### config.mk
export PLATFORM = sky130hd
export DESIGN_NAME = alu_rs
export DESIGN_NICKNAME = d
export VERILOG_FILES = /design/src/rtl/alu_rs_pkg.sv /design/src/rtl/rs_pick.sv /design/src/rtl/alu_rs.sv
export SDC_FILE = /design/constraint.sdc
export NUM_CORES = 1
export LEC_CHECK = 0
export ABC_AREA = 1
export CAP_MARGIN = 20
export CORE_MARGIN = 3
export CORE_UTILIZATION = 45
export DETAILED_ROUTE_END_ITERATION = 7
export GPL_TIMING_DRIVEN = 0
export PLACE_DENSITY = 0.63
export SLEW_MARGIN = 10
export SYNTH_ARGS = -nofsm -noshare
export SYNTH_HDL_FRONTEND = slang
export SYNTH_HIERARCHICAL = 1
export SYNTH_SLANG_ARGS = --single-unit
### constraint.sdc
create_clock -name clk -period 4.05 [get_ports clk]
set_input_delay 0.405 -clock clk [delete_from_list [all_inputs] [get_ports clk]]
set_output_delay 0.405 -clock clk [all_outputs]
set_load 0.05 [all_outputs]
### src/rtl/alu_rs_pkg.sv
// Shared definitions for the ALU reservation station: opcode constants, default widths, entry layout.
// Latency: n/a (types and constants only).
// Backpressure: n/a.
package alu_rs_pkg;

    localparam int RS_DEPTH  = 4;
    localparam int RS_TAG_W  = 4;
    localparam int RS_DATA_W = 32;
    localparam int ALUC_W    = 4;

    // ALU opcode encoding; the station never decodes these, it only carries them.
    typedef enum logic [ALUC_W-1:0] {
        ALUC_ADDU = 4'b0000,
        ALUC_SUBU = 4'b0001,
        ALUC_ADD  = 4'b0010,
        ALUC_SUB  = 4'b0011,
        ALUC_AND  = 4'b0100,
        ALUC_OR   = 4'b0101,
        ALUC_XOR  = 4'b0110,
        ALUC_NOR  = 4'b0111,
        ALUC_LUI  = 4'b1000,
        ALUC_SLTU = 4'b1010,
        ALUC_SLT  = 4'b1011,
        ALUC_SRL  = 4'b1101,
        ALUC_SLL  = 4'b1110,
        ALUC_SRA  = 4'b1111
    } aluc_e;

    // Entry layout at the default widths. The station declares the same
    // layout locally so it can follow its TAG_W/DATA_W parameters.
    typedef struct packed {
        logic                 busy;
        logic [ALUC_W-1:0]    aluc;
        logic [RS_TAG_W-1:0]  dst;
        logic                 rdy1;
        logic [RS_DATA_W-1:0] val1;
        logic [RS_TAG_W-1:0]  tag1;
        logic                 rdy2;
        logic [RS_DATA_W-1:0] val2;
        logic [RS_TAG_W-1:0]  tag2;
    } rs_entry_t;

endpackage

### src/rtl/rs_pick.sv
// Lowest-index priority picker: one-hot grant of the lowest set request bit.
// Latency: combinational.
// Backpressure: none; grant follows the request vector directly.
// Ports: req (N request bits), gnt (one-hot grant, zero when no request), vld (any request).
module rs_pick #(
    parameter int N = 4
) (
    input  logic [N-1:0] req,
    output logic [N-1:0] gnt,
    output logic         vld
);

    always_comb begin
        gnt = '0;
        // Scan from the top so the last hit (lowest index) wins.
        for (int i = N - 1; i >= 0; i--) begin
            if (req[i]) begin
                gnt    = '0;
                gnt[i] = 1'b1;
            end
        end
    end

    assign vld = |req;

endmodule

### src/rtl/alu_rs.sv
// Reservation station for the integer ALU: holds dispatched ops, wakes operands from the CDB, issues the lowest ready op.
// Latency: dispatch->issue 1 cycle; wakeup->issue 1 cycle (0 cycles when ALU_RS_FWD_EN is defined).
// Backpressure: disp_ready drops when all entries are busy; iss_* held while iss_valid && !iss_ready (unless a lower entry becomes eligible).
// Ports: clk/rst (sync, active-high)/flush; disp_* dispatch input with valid/ready;
//        cdb_* result broadcast; iss_* issue output with valid/ready.
// Optional feature macro: ALU_RS_FWD_EN (CDB value forwarded straight into the issue mux).
module alu_rs
    import alu_rs_pkg::*;
#(
    parameter int DEPTH  = RS_DEPTH,
    parameter int TAG_W  = RS_TAG_W,
    parameter int DATA_W = RS_DATA_W
) (
    input  logic              clk,
    input  logic              rst,
    input  logic              flush,
    input  logic              disp_valid,
    output logic              disp_ready,
    input  logic [3:0]        disp_aluc,
    input  logic [TAG_W-1:0]  disp_dst,
    input  logic              disp_rdy1,
    input  logic              disp_rdy2,
    input  logic [DATA_W-1:0] disp_val1,
    input  logic [DATA_W-1:0] disp_val2,
    input  logic [TAG_W-1:0]  disp_tag1,
    input  logic [TAG_W-1:0]  disp_tag2,
    input  logic              cdb_valid,
    input  logic [TAG_W-1:0]  cdb_tag,
    input  logic [DATA_W-1:0] cdb_data,
    output logic              iss_valid,
    input  logic              iss_ready,
    output logic [DATA_W-1:0] iss_src1,
    output logic [DATA_W-1:0] iss_src2,
    output logic [3:0]        iss_aluc,
    output logic [TAG_W-1:0]  iss_dst
);

    typedef struct packed {
        logic              busy;
        logic [ALUC_W-1:0] aluc;
        logic [TAG_W-1:0]  dst;
        logic              rdy1;
        logic [DATA_W-1:0] val1;
        logic [TAG_W-1:0]  tag1;
        logic              rdy2;
        logic [DATA_W-1:0] val2;
        logic [TAG_W-1:0]  tag2;
    } ent_t;

    ent_t ent_q [DEPTH];

    logic [DEPTH-1:0] busy_vec;
    logic [DEPTH-1:0] hit1;
    logic [DEPTH-1:0] hit2;
    logic [DEPTH-1:0] elig;
    logic [DEPTH-1:0] free_gnt;
    logic [DEPTH-1:0] iss_gnt;
    logic             free_vld;
    logic             iss_any;
    logic             disp_fire;
    logic             iss_fire;
    logic             cap1;
    logic             cap2;
    logic [DATA_W-1:0] capval1;
    logic [DATA_W-1:0] capval2;

    // Per-entry CDB tag match and eligibility.
    always_comb begin
        busy_vec = '0;
        hit1     = '0;
        hit2     = '0;
        elig     = '0;
        for (int i = 0; i < DEPTH; i++) begin
            busy_vec[i] = ent_q[i].busy;
            hit1[i] = cdb_valid && ent_q[i].busy && !ent_q[i].rdy1 && (ent_q[i].tag1 == cdb_tag);
            hit2[i] = cdb_valid && ent_q[i].busy && !ent_q[i].rdy2 && (ent_q[i].tag2 == cdb_tag);
`ifdef ALU_RS_FWD_EN
            elig[i] = ent_q[i].busy && (ent_q[i].rdy1 || hit1[i]) && (ent_q[i].rdy2 || hit2[i]);
`else
            elig[i] = ent_q[i].busy && ent_q[i].rdy1 && ent_q[i].rdy2;
`endif
        end
    end

    rs_pick #(.N(DEPTH)) u_free_pick (
        .req (~busy_vec),
        .gnt (free_gnt),
        .vld (free_vld)
    );

    rs_pick #(.N(DEPTH)) u_iss_pick (
        .req (elig),
        .gnt (iss_gnt),
        .vld (iss_any)
    );

    // Free-slot view is registered state only, so a slot issued this cycle
    // only becomes visible as free on the next cycle.
    assign disp_ready = free_vld;
    assign iss_valid  = iss_any;
    assign disp_fire  = disp_valid && free_vld;
    assign iss_fire   = iss_any && iss_ready;

    // A dispatched operand that is waiting on the tag being broadcast right
    // now is captured immediately; otherwise that wakeup would be missed.
    always_comb begin
        cap1    = disp_rdy1 || (cdb_valid && (disp_tag1 == cdb_tag));
        cap2    = disp_rdy2 || (cdb_valid && (disp_tag2 == cdb_tag));
        capval1 = disp_rdy1 ? disp_val1 : cdb_data;
        capval2 = disp_rdy2 ? disp_val2 : cdb_data;
    end

    // Issue mux: one-hot AND-OR, all zero when nothing is eligible.
    always_comb begin
        iss_src1 = '0;
        iss_src2 = '0;
        iss_aluc = '0;
        iss_dst  = '0;
        for (int i = 0; i < DEPTH; i++) begin
            if (iss_gnt[i]) begin
`ifdef ALU_RS_FWD_EN
                iss_src1 = hit1[i] ? cdb_data : ent_q[i].val1;
                iss_src2 = hit2[i] ? cdb_data : ent_q[i].val2;
`else
                iss_src1 = ent_q[i].val1;
                iss_src2 = ent_q[i].val2;
`endif
                iss_aluc = ent_q[i].aluc;
                iss_dst  = ent_q[i].dst;
            end
        end
    end

    // Only busy bits are reset; payload fields are don't-care while free.
    always_ff @(posedge clk) begin
        if (rst || flush) begin
            for (int i = 0; i < DEPTH; i++) begin
                ent_q[i].busy <= 1'b0;
            end
        end else begin
            for (int i = 0; i < DEPTH; i++) begin
                if (disp_fire && free_gnt[i]) begin
                    ent_q[i].busy <= 1'b1;
                    ent_q[i].aluc <= disp_aluc;
                    ent_q[i].dst  <= disp_dst;
                    ent_q[i].rdy1 <= cap1;
                    ent_q[i].val1 <= capval1;
                    ent_q[i].tag1 <= disp_tag1;
                    ent_q[i].rdy2 <= cap2;
                    ent_q[i].val2 <= capval2;
                    ent_q[i].tag2 <= disp_tag2;
                end else begin
                    if (hit1[i]) begin
                        ent_q[i].rdy1 <= 1'b1;
                        ent_q[i].val1 <= cdb_data;
                    end
                    if (hit2[i]) begin
                        ent_q[i].rdy2 <= 1'b1;
                        ent_q[i].val2 <= cdb_data;
                    end
                    if (iss_fire && iss_gnt[i]) begin
                        ent_q[i].busy <= 1'b0;
                    end
                end
            end
        end
    end

endmodule

# --- After elaboration in Yosys (flattened, before gate mapping) ---
# Memory sizes are Yosys's and may differ from the RTL's.
# Cells that the tools add are included.
totals:
  register_bits: 0
  mem_bits_rw: 332
  inputBits: 124
  out_inout_bits: 74
  wordCells: 201
  mem_count: 1
classes:
  n_eq_ne: 10
  muxes: 112
  bitwise_logic: 25
  reduce_logical: 53
mem_list:
  columns: ["memory", "words", "word_bits", "read_ports", "rd_clocked_by_memory_dff", "wr", "line", "source"]
  rows:
  - ["ent_q", 4, 83, 4, 0, 4, "alu_rs.sv:50", "ent_t ent_q [DEPTH];"]
ops:
  columns: ["op", "n"]
  rows:
  - ["2-to-1 mux 32 bit", 18]
  - ["2-to-1 mux 1 bit", 78]
  - ["2-to-1 mux 4 bit", 16]
  - ["== test 4 bit", 10]
  - ["logical AND 1 bit", 40]
  - ["bitwise OR 1 bit", 24]
  - ["zero test 1 bit", 8]
  - ["OR reduction 4 bit", 2]
  - ["inverter 4 bit", 1]
  - ["logical OR 1 bit", 3]

# --- Logic depth before layout (Yosys ltp) ---
# Gate-level depths: netlist (run 1).
# An unclocked memory read counts as a cell.
depth:
  depth_word: 13
  ltp_mapped: 12
  mapped_depth_nobuf: 10

# --- Modules after synthesis ---
# Netlist (run 1), hierarchy kept.
modules_own_cells:
  columns: ["mod", "n_inst", "cells_per_inst", "area_per_inst_um2", "seq_area_each_um2"]
  rows:
  - ["alu_rs", 1, 2184, 17967.2, 9969.6]
  - ["rs_pick", 2, 12, 51.3, 0.0]

# --- Worst setup path after synthesis (run 1) ---
# Ideal clock, no wire load.
synth_path:
  path_type: "flip-flop to flip-flop"
  startpoint: "mem ent_q[0][82] (netlist name)"
  endpoint: "mem ent_q[0][10] (netlist name), enable pin"
  setup_time_ps: 391
  t_arrival_ps: 2898
  setup_slack_ps: 762
  stages_incl_launch_ff: 8
  n_path_buf: 0
  cell_sequence: "edfxtp_1 > inv_1 > nor2_1 > nand2_1 > nand3_1 > nor2_1 > inv_1 > nand2_1"
synth_rtl:
  columns: ["element", "line"]
  rows:
  - ["start, declared", "alu_rs.sv:50"]

==> results.toml, run 1 <==
[logic_synthesis]
ys_warn_count = 6
synth_area_per_cell_um2 = 8.184
ys_seq_area_frac = 0.5517
synth_edf_count = 332
syn_inst = 2208
syn_area_mm2 = 0.01807
ys_types = 28
ys_dominant_reg_cell = "edfxtp_1"
synth_top_area_frac = 0.5517
async_flop_share = 0
synth_nets = 2332
synth_area_leaders = "edfxtp_1, nand2_1, nand3_1"
yosys.area.top_type = "edfxtp_1"
yosysMostFrequentCell = "nand2_1"
synth_common_cells = "nand2_1, edfxtp_1, nand3_1"
synth_seq_cells = 332

[detailed_routing]
totalWireLength_um = 66040
drt-initial-drc-count = 2081
via_per_inst = 5.790
drc = 0
wire_per_inst_um = 22.25
ant_nets = 0
vias = 17190
drtPass1Iterations = 6

[global_routing]
grt_max_degree = 28
grt_pass1_wl_um = 96790
antenna_found_initial = 1
gr-total-overflow = 0
grt_use_total = 0.3036
grt_pass1_vias = 16120

[power]
pwr-share-clk = 0.416
powerDensity_mw_per_mm2 = 372.0
swShare = 0.2514
p_sw_mw = 2.042
ir_drop_mv = 0.2524
internal_power_mw = 6.078
seq_power_share = 0.476
cellLeakagePower_nw = 9.160
p_comb_frac = 0.108

[job]
max-cap-violations = 0

[sta]
skew_ns = 0.01614
slew_violations = 0
fmax_mhz = 252.9
setup_viol = 0
fin_crit_ns = 3.954
max_slew_margin = 0.2783
rsz0062_at_grt = "false"
worst_pin_slew_ns = 1.083
finalHoldViolations = 0
finalCritPeriodShare = 0.9764
hold_ws_ns = 0.3780

[critical_path]
required_ns = 3.64
arrival_ns = 3.55
path_class = "reg -> out"
cp-end-kind = "output pin"
cp-start-kind = "flip-flop"
cp_cell_sequence = "inv_1, nor3_1, inv_2, nor2_1, buf_2, buf_2, buf_2, nand2_1, o21ai_0, nand2_1, a21oi_1, dlygate4sd2_1"
path_max_fanout = 10
cp_top_family = "buffers and inverters"
crit_buf_inv = 6
cp_common_cell = "buf_2"
slowest_delay_ns = 0.57
crit_slowest_cell = "dlygate4sd2_1"

[layout]
top_register = "ent_q"
top_regs = "ent_q: 332 flops"
largest_register_ff_count = 332
layout-drive-gt1-share = 0.09596
final_area_mm2 = 0.02183
synthToLayoutAreaGrowth_pct = 20.81
fin_nets = 2544

[placement]
port_buffers = 161
gp_congestion = 0.9219
placed_area_mm2 = 0.02061
place_hpwl_um = 45740

[worst_hold_path]
hold_path_class = "in -> reg"

[clock_network]
clock_latency_ns = 0.54
path_clk_slew_ns = 0.06
htreeDepth = 2
cts_setup_buffers = 0
cts_buffer_depth = 3
cts_tree = "built"
cts-root-buf = "clkbuf_16"
numCtsBuffers = 38
cts_sinks = 332

[die]
die_y_um = 206.4
io_pins = 198
fp-row-count = 72
start_util = 0.4611
dieArea_mm2 = 0.04259
coreArea_mm2 = 0.03919
dieWidth_um = 206.4

[status]
outcome = "complete, no violations"
-- worst register-to-register path, delay by kind of cell, from the launching register on --
| family | cells | cell delay [ns] |
|---|---|---|
| simple gates | 7 | 2.12 |
| buf+inv | 3 | 0.68 |
| flops | 1 | 0.43 |
-- final timing paths --
kind | from | endpoint | slack [ns] | cells after the start
hold reg to reg | ent_q[1][36] | ent_q[1][35] | 0.86 | 5
setup reg to reg | ent_q[3][82] | ent_q[3][11] | 0.51 | 10
hold / removal | cdb_data[0] | ent_q[1][41] | 0.38 | 3
setup / recovery | ent_q[1][82] | iss_src2[25] | 0.1 | 12
-- power groups by stage --
| stage | Sequential (mW) | Combinational (mW) | Clock (mW) |
|---|---|---|---|
| global route | 3.86 | 0.954 | 3.52 |
| floorplan | 3.93 | 0.511 | 0 |
| global placement | 3.94 | 0.845 | 0 |
| CTS | 3.86 | 0.867 | 3.37 |
| detailed placement | 3.93 | 0.873 | 0 |
| finish | 3.86 | 0.878 | 3.38 |
-- cells in the final DEF (no fill, tap or decap), types with 18 or more instances in the layout --
master and instances:
nand2_1 885, edfxtp_1 332, nand3_1 213, o21ai_0 171
a21oi_1 144, nor2_1 104, clkdlybuf4s50_1 101, inv_1 79
clkbuf_1 71, buf_2 70, clkbuf_16 41, clkbuf_2 38
nand4_1 32, dlygate4sd2_1 30, dlymetal6s2s_1 18
-- cell type report --
| cell class | count | area [µm²] |
|---|---|---|
| fill | 3640 | 17360 |
| inverter | 91 | 341.6 |
| sequential | 332 | 9970 |
| multi-input combinational | 1602 | 6959 |
| clock buffer | 44 | 1037 |
| antenna | 1 | 2.502 |
| clock inverter | 25 | 165.2 |
| tap | 518 | 648.1 |
| buffer | 182 | 878.3 |
| timing repair buffer | 173 | 1828 |
-- cells by family after synthesis --
| logic type | synth area share |
|---|---|
| XOR/XNOR | 0.005332 |
| buffers and inverters | 0.06530 |
| AO/OA/AOI/OAI | 0.08884 |
| AND/OR/NAND/NOR | 0.2888 |
| flip-flops | 0.5517 |
-- stage by stage --
stage	setup WS, ns	power, mW	TNS (ns)	std cells	utilization
finish	0.09564	8.120	0	2968	0.5571
global placement	-0.7356	4.781	-141.31	2887	0.5188
CTS	0.0005425	8.096	0	2967	0.5563
detailed placement	-0.05461	4.807	-0.05873	2899	0.5260
global route	0.001667	8.336	0	2967	0.5570
floorplan	0.7615	4.444	0	2208	-
-- routing by layer --
metal / up-vias / track usage / wire length [µm]
met5: - / 0 / 0
met4: 0 / 0.1401 / 3251
met3: 212 / 0.05938 / 7371
met2: 1085 / 0.4881 / 30460
met1: 8096 / 0.3979 / 24950
li1: 7793 / - / -
-- timing repair --
item	CTS	global route
setup endpoints to repair	72	48
gates resized for setup	72	52
hold buffers	0	0
Power figures use the tool's default switching activity.
==> run 2: changes to the inputs <==
==> constraint.sdc (replaced) <==
create_clock -name clk -period 4.05 [get_ports clk]
set_input_delay 0.405 -clock clk [delete_from_list [all_inputs] [get_ports clk]]
set_output_delay 0.405 -clock clk [all_outputs]
set_load 0.01 [all_outputs]
==> run 2 against run 1 <==
  * Critical endpoint is now iss_src2[2]
  * The run now ends with setup timing left
  * Fmax fell by 2.6%
  * Final area rose by 0.15%
  * Combinational power fell by 8.1%
  * Non-clock buffer count did not move
  * Critical path depth fell by 2
  * Count of clock-buffer cells in the layout did not move
  * Sequential power barely moved
  * Sequential cell count did not move
  * Die area did not move
  * Total power fell by 0.97%
  * Clock skew barely moved
  * Critical path type unchanged
  * Largest power group unchanged
==> results.toml, run 2 (same netlist as run 1, synthesis figures left out) <==
[status]
outcome = "finished, violations left"
failed_checks = "setup timing"

[layout]
mostFrequentLayoutCell = "nand2_1"
synthToLayoutAreaGrowth_pct = 20.99
layout-drive-gt1-share = 0.08861
top_regs = "ent_q: 332 flops"
n_fill_cell = 3624
final_area_mm2 = 0.02186
final_cell_mix = "nand2_1, edfxtp_1, nand3_1, o21ai_0, clkdlybuf4s50_1"
multiInputGateArea_mm2 = 0.006963
fin_nets = 2544
top_register = "ent_q"
seqCellArea_mm2 = 0.009970
largest_register_ff_count = 332

[clock_network]
path_clk_slew_ns = 0.06
cts-root-buf = "clkbuf_16"
numCtsBuffers = 38
cts_tree = "built"
htreeDepth = 2
ctsHoldBuffers = 0
cts_setup_buffers = 0
cts_resized = 20
clock_latency_ns = 0.54
cts_buffer_depth = 3
cts_sinks = 332

[sta]
fmax_mhz = 246.2
finalCritPeriodShare = 1.003
skew_ns = 0.01588
worst_pin_slew_ns = 1.063
setup_viol = 1
max_slew_margin = 0.2911
finalHoldViolations = 0
final.setup.worst_slack_ns = -0.01150
fin_crit_ns = 4.062
rsz0062_at_grt = "true"
slew_violations = 0

[detailed_routing]
vias = 17220
drtPass1Iterations = 6
ant_nets = 0
drc = 0
totalWireLength_um = 65960
wire_per_inst_um = 22.22
via_per_inst = 5.802
drt-initial-drc-count = 2092

[critical_path]
r2r-end = "ent_q[3][22]"
cp_cell_sequence = "inv_1, nor3_1, inv_2, nand2_2, nor2_1, clkbuf_1, clkbuf_1, a21oi_1, a21oi_1, clkdlybuf4s50_1"
path_class = "reg -> out"
r2r-start = "ent_q[3][82]"
required_ns = 3.64
crit_slowest_cell = "clkdlybuf4s50_1"
cp-end-kind = "output pin"
rrSetupSlack_ns = 0.52
cp-start-kind = "flip-flop"
arrival_ns = 3.66
cp_top_family = "buffers and inverters"
crit_buf_inv = 5
slowest_delay_ns = 0.62
rr_worst_depth = 10
path_max_fanout = 10

[power]
ir_drop_mv = 0.2523
cellLeakagePower_nw = 8.689
powerDensity_mw_per_mm2 = 367.8

[die]
start_util = 0.4611
coreArea_mm2 = 0.03919
fp-row-count = 72
dieWidth_um = 206.4
die_y_um = 206.4
io_pins = 198
dieArea_mm2 = 0.04259

[global_routing]
gr-total-overflow = 0
grt_max_degree = 28
antenna_found_initial = 1
grt_use_total = 0.3035
grt_pass1_wl_um = 96820
grt_pass1_vias = 16140

[worst_hold_path]
hold_path_class = "in -> reg"
hold_path.startpoint = "cdb_data[0]"
hold_end = "ent_q[1][41]"
whs_path_depth = 3

[placement]
gp_congestion = 0.9219
port_buffers = 161
place_hpwl_um = 45740
place_ws_ns = 0.2124
placed_area_mm2 = 0.02061

[job]
max-cap-violations = 0
run 2: worst max-delay path by stage:
stage / from / end / cells after the start
2_1_floorplan: ent_q[0][82] / ent_q[0][10] / 7
3_3_place_gp: flush / ent_q[3][46] / 6
3_5_place_dp: ent_q[0][82] / iss_src1[0] / 10
4_1_cts: ent_q[1][82] / iss_src2[23] / 12
5_1_grt: ent_q[0][82] / iss_src1[11] / 11
6_report: ent_q[1][82] / iss_src2[2] / 10
run 2: power breakdown:
part / internal, mW / leakage (nW) / total, mW / switching, mW
combinational: 0.285 / 5.08 / 0.807 / 0.522
clock: 1.96 / 0.595 / 3.37 / 1.42
sequential: 3.85 / 3.02 / 3.86 / 0.0110
total: 6.09 / 8.69 / 8.04 / 1.95
run 2: routing by layer:
metal | wire (µm) | track usage | share of wire
met5 | 0 | 0 | 0
met4 | 3298 | 0.1418 | 0.050
met2 | 30420 | 0.4876 | 0.46
met3 | 7532 | 0.05828 | 0.11
met1 | 24710 | 0.3979 | 0.37
run 2: layout make-up:
class	instances	area share
clock buffer	44	0.04744
multi-input combinational	1602	0.3185
inverter	91	0.01562
buffer	182	0.03983
clock inverter	25	0.007554
timing repair buffer	173	0.08533
tap	518	0.02964
antenna	1	0.0001145
sequential	332	0.4560
run 2: stage by stage:
| step | cells | hold WS, ns | utilization | power [mW] | setup TNS [ns] |
|---|---|---|---|---|---|
| 4_1_cts | 2967 | 0.3629 | 0.5574 | 8.024 | 0 |
| 5_1_grt | 2967 | 0.4024 | 0.5579 | 8.265 | -0.9464 |
| 2_1_floorplan | 2208 | 0.5039 | - | 4.360 | 0 |
| 6_report | 2968 | 0.3864 | 0.5579 | 8.041 | -0.01150 |
| 3_5_place_dp | 2899 | 0.8475 | 0.5260 | 4.724 | 0 |
| 3_3_place_gp | 2887 | 0.8491 | 0.5188 | 4.698 | -141.29 |
run 2: worst min-delay path, delay by kind of cell:
family / cells / cell delay, ns
simple gates: 2 / 0.16
buf+inv: 1 / 0.18
==> run 3: changes to the inputs <==
- ABC_AREA: 1 -> not set
- GPL_TIMING_DRIVEN: 0 -> 1
- PLACE_DENSITY: 0.63 -> 0.64
- SKIP_CTS_REPAIR_TIMING: not set -> 1
==> run 3 against run 2 <==
  * The run now ends clean
  * Combinational power decreased by 11%
  * Fmax up 3.3%
  * Non-clock buffer count fell by 116
  * Critical endpoint is now iss_src2[25]
==> results.toml, run 3 <==
[die]
dieArea_mm2 = 0.03818
start_util = 0.4616
dieWidth_um = 195.4
io_pins = 198
die_y_um = 195.4
coreArea_mm2 = 0.03497
fp-row-count = 68

[logic_synthesis]
ys_types = 38
synth_top_area_frac = 0.6176
syn_area_mm2 = 0.01614
yosysMostFrequentCell = "edfxtp_1"
ys_seq_area_frac = 0.6176
synth_nets = 1338
yosys.area.top_type = "edfxtp_1"
async_flop_share = 0
ys_warn_count = 6
synth_area_per_cell_um2 = 13.30
ys_dominant_reg_cell = "edfxtp_1"
syn_inst = 1214
synth_area_leaders = "edfxtp_1, o2bb2ai_1, a221oi_1"
synth_seq_cells = 332
synth_edf_count = 332
synth_common_cells = "edfxtp_1, o2bb2ai_1, nand2_1"

[clock_network]
cts_sinks = 332
htreeDepth = 2
cts_buffer_depth = 3
path_clk_slew_ns = 0.06
numCtsBuffers = 37
cts_tree = "built"
clock_latency_ns = 0.51
cts-root-buf = "clkbuf_16"

[detailed_routing]
via_per_inst = 6.330
vias = 11570
totalWireLength_um = 47930
drc = 0
drtPass1Iterations = 5
ant_nets = 0
wire_per_inst_um = 26.24
drt-initial-drc-count = 1145

[power]
ir_drop_mv = 0.2032
cellLeakagePower_nw = 6.059
powerDensity_mw_per_mm2 = 393.9

[placement]
placedCellCount = 1763
place_hpwl_um = 28910
port_buffers = 197
gp_congestion = 0.8130

[sta]
finalCritPeriodShare = 0.9707
finalHoldViolations = 0
fmax_mhz = 254.4
max_slew_margin = 0.2320
skew_ns = 0.01577
hold_ws_ns = 0.5545
fin_crit_ns = 3.932
slew_violations = 0
fin_setup_tns_ns = 0
worst_pin_slew_ns = 1.152
rsz0062_at_grt = "false"
setup_viol = 0

[layout]
top_register = "ent_q"
layout-drive-gt1-share = 0.09329
final_util = 0.5633
fin_nets = 1472
mostFrequentLayoutCell = "edfxtp_1"
synthToLayoutAreaGrowth_pct = 22.01
largest_register_ff_count = 332
diodes = 0
top_regs = "ent_q: 332 flops"
final_cell_mix = "edfxtp_1, o2bb2ai_1, clkdlybuf4s50_1, nand2_1"
stdcell_count = 1827

[global_routing]
gr-total-overflow = 0
antenna_found_initial = 0
grt_pass1_vias = 11740
grt_use_total = 0.2453
grt_max_degree = 99
grt_pass1_wl_um = 72430

[status]
outcome = "complete, no violations"

[critical_path]
cp-end-kind = "output pin"
required_ns = 3.64
path_class = "reg -> out"
arrival_ns = 3.53
cp-start-kind = "flip-flop"
path_max_fanout = 28

[worst_hold_path]
hold_path_class = "in -> reg"

[job]
max-cap-violations = 0
run 3: cell types whose count changed after synthesis, moves of 32 or more:
cell and delta:
o2bb2ai_1 +256, clkbuf_1 -45, nand3_1 -193, o31ai_1 +71, nand2_1 -756, a221oi_1 +71, inv_1 -75, o21ai_0 -168
nor2_1 -106, nor2b_1 +72, nand4_1 -32, a21oi_1 -143
run 3: kinds of logic after synthesis:
group / count (synthesis) / share of synthesized area
AOI/OAI and AO/OA: 413 / 0.2231
DFF: 332 / 0.6176
and+or+nand+nor: 281 / 0.09433
buffers and inverters: 148 / 0.04325
xor gates and xnor gates: 40 / 0.02170
run 3: report_power, final:
group	total, mW	switching (mW)	internal, mW
sequential	3.86	0.0136	3.85
clock	3.18	1.32	1.86
combinational	0.717	0.396	0.321
run 3: layout make-up:
type,count,area (µm²)
Sequential cell,332,9970
Clock inverter,19,171.4
Tap cell,455,569.3
Timing Repair Buffer,239,2427
Inverter,4,15.01
Fill cell,2868,15270
Clock buffer,44,952.2
Multi-Input combinational cell,734,5592
run 3: worst paths after layout:
check	from	slack [ns]	depth (start not counted)	to
hold / removal	disp_dst[1]	0.55	1	ent_q[3][75]
setup / recovery	ent_q[0][36]	0.12	6	iss_src2[25]
setup reg to reg	ent_q[0][82]	0.98	7	ent_q[3][50]
hold reg to reg	ent_q[3][73]	0.91	2	ent_q[3][73]
run 3: per-stage QoR:
stage / area [µm²] / power, mW / setup slack, ns
6_report: 19700 / 7.758 / 0.1185
5_1_grt: 19700 / 7.976 / 0.008572
4_1_cts: 19670 / 7.788 / 0.08236
3_5_place_dp: 18550 / 4.650 / 0.6472
3_3_place_gp: 18550 / 4.636 / 0.6748
2_1_floorplan: 16140 / 4.323 / 0.8051
run 3: routing by layer:
layer	track usage	up-vias	wire, µm
li1	-	5149	-
met1	0.3387	5777	19990
met2	0.4046	557	23110
met3	0.03865	82	3640
met4	0.06971	0	1195
met5	0	-	0
run 3: critical path, stage by stage (launching register included):
cell and delay, ns:
edfxtp_1 0.49, and3_1 0.32, and2b_4 0.52, buf_4 0.42, a221oi_1 0.17, o31ai_1 0.43, clkdlybuf4s50_1 0.63
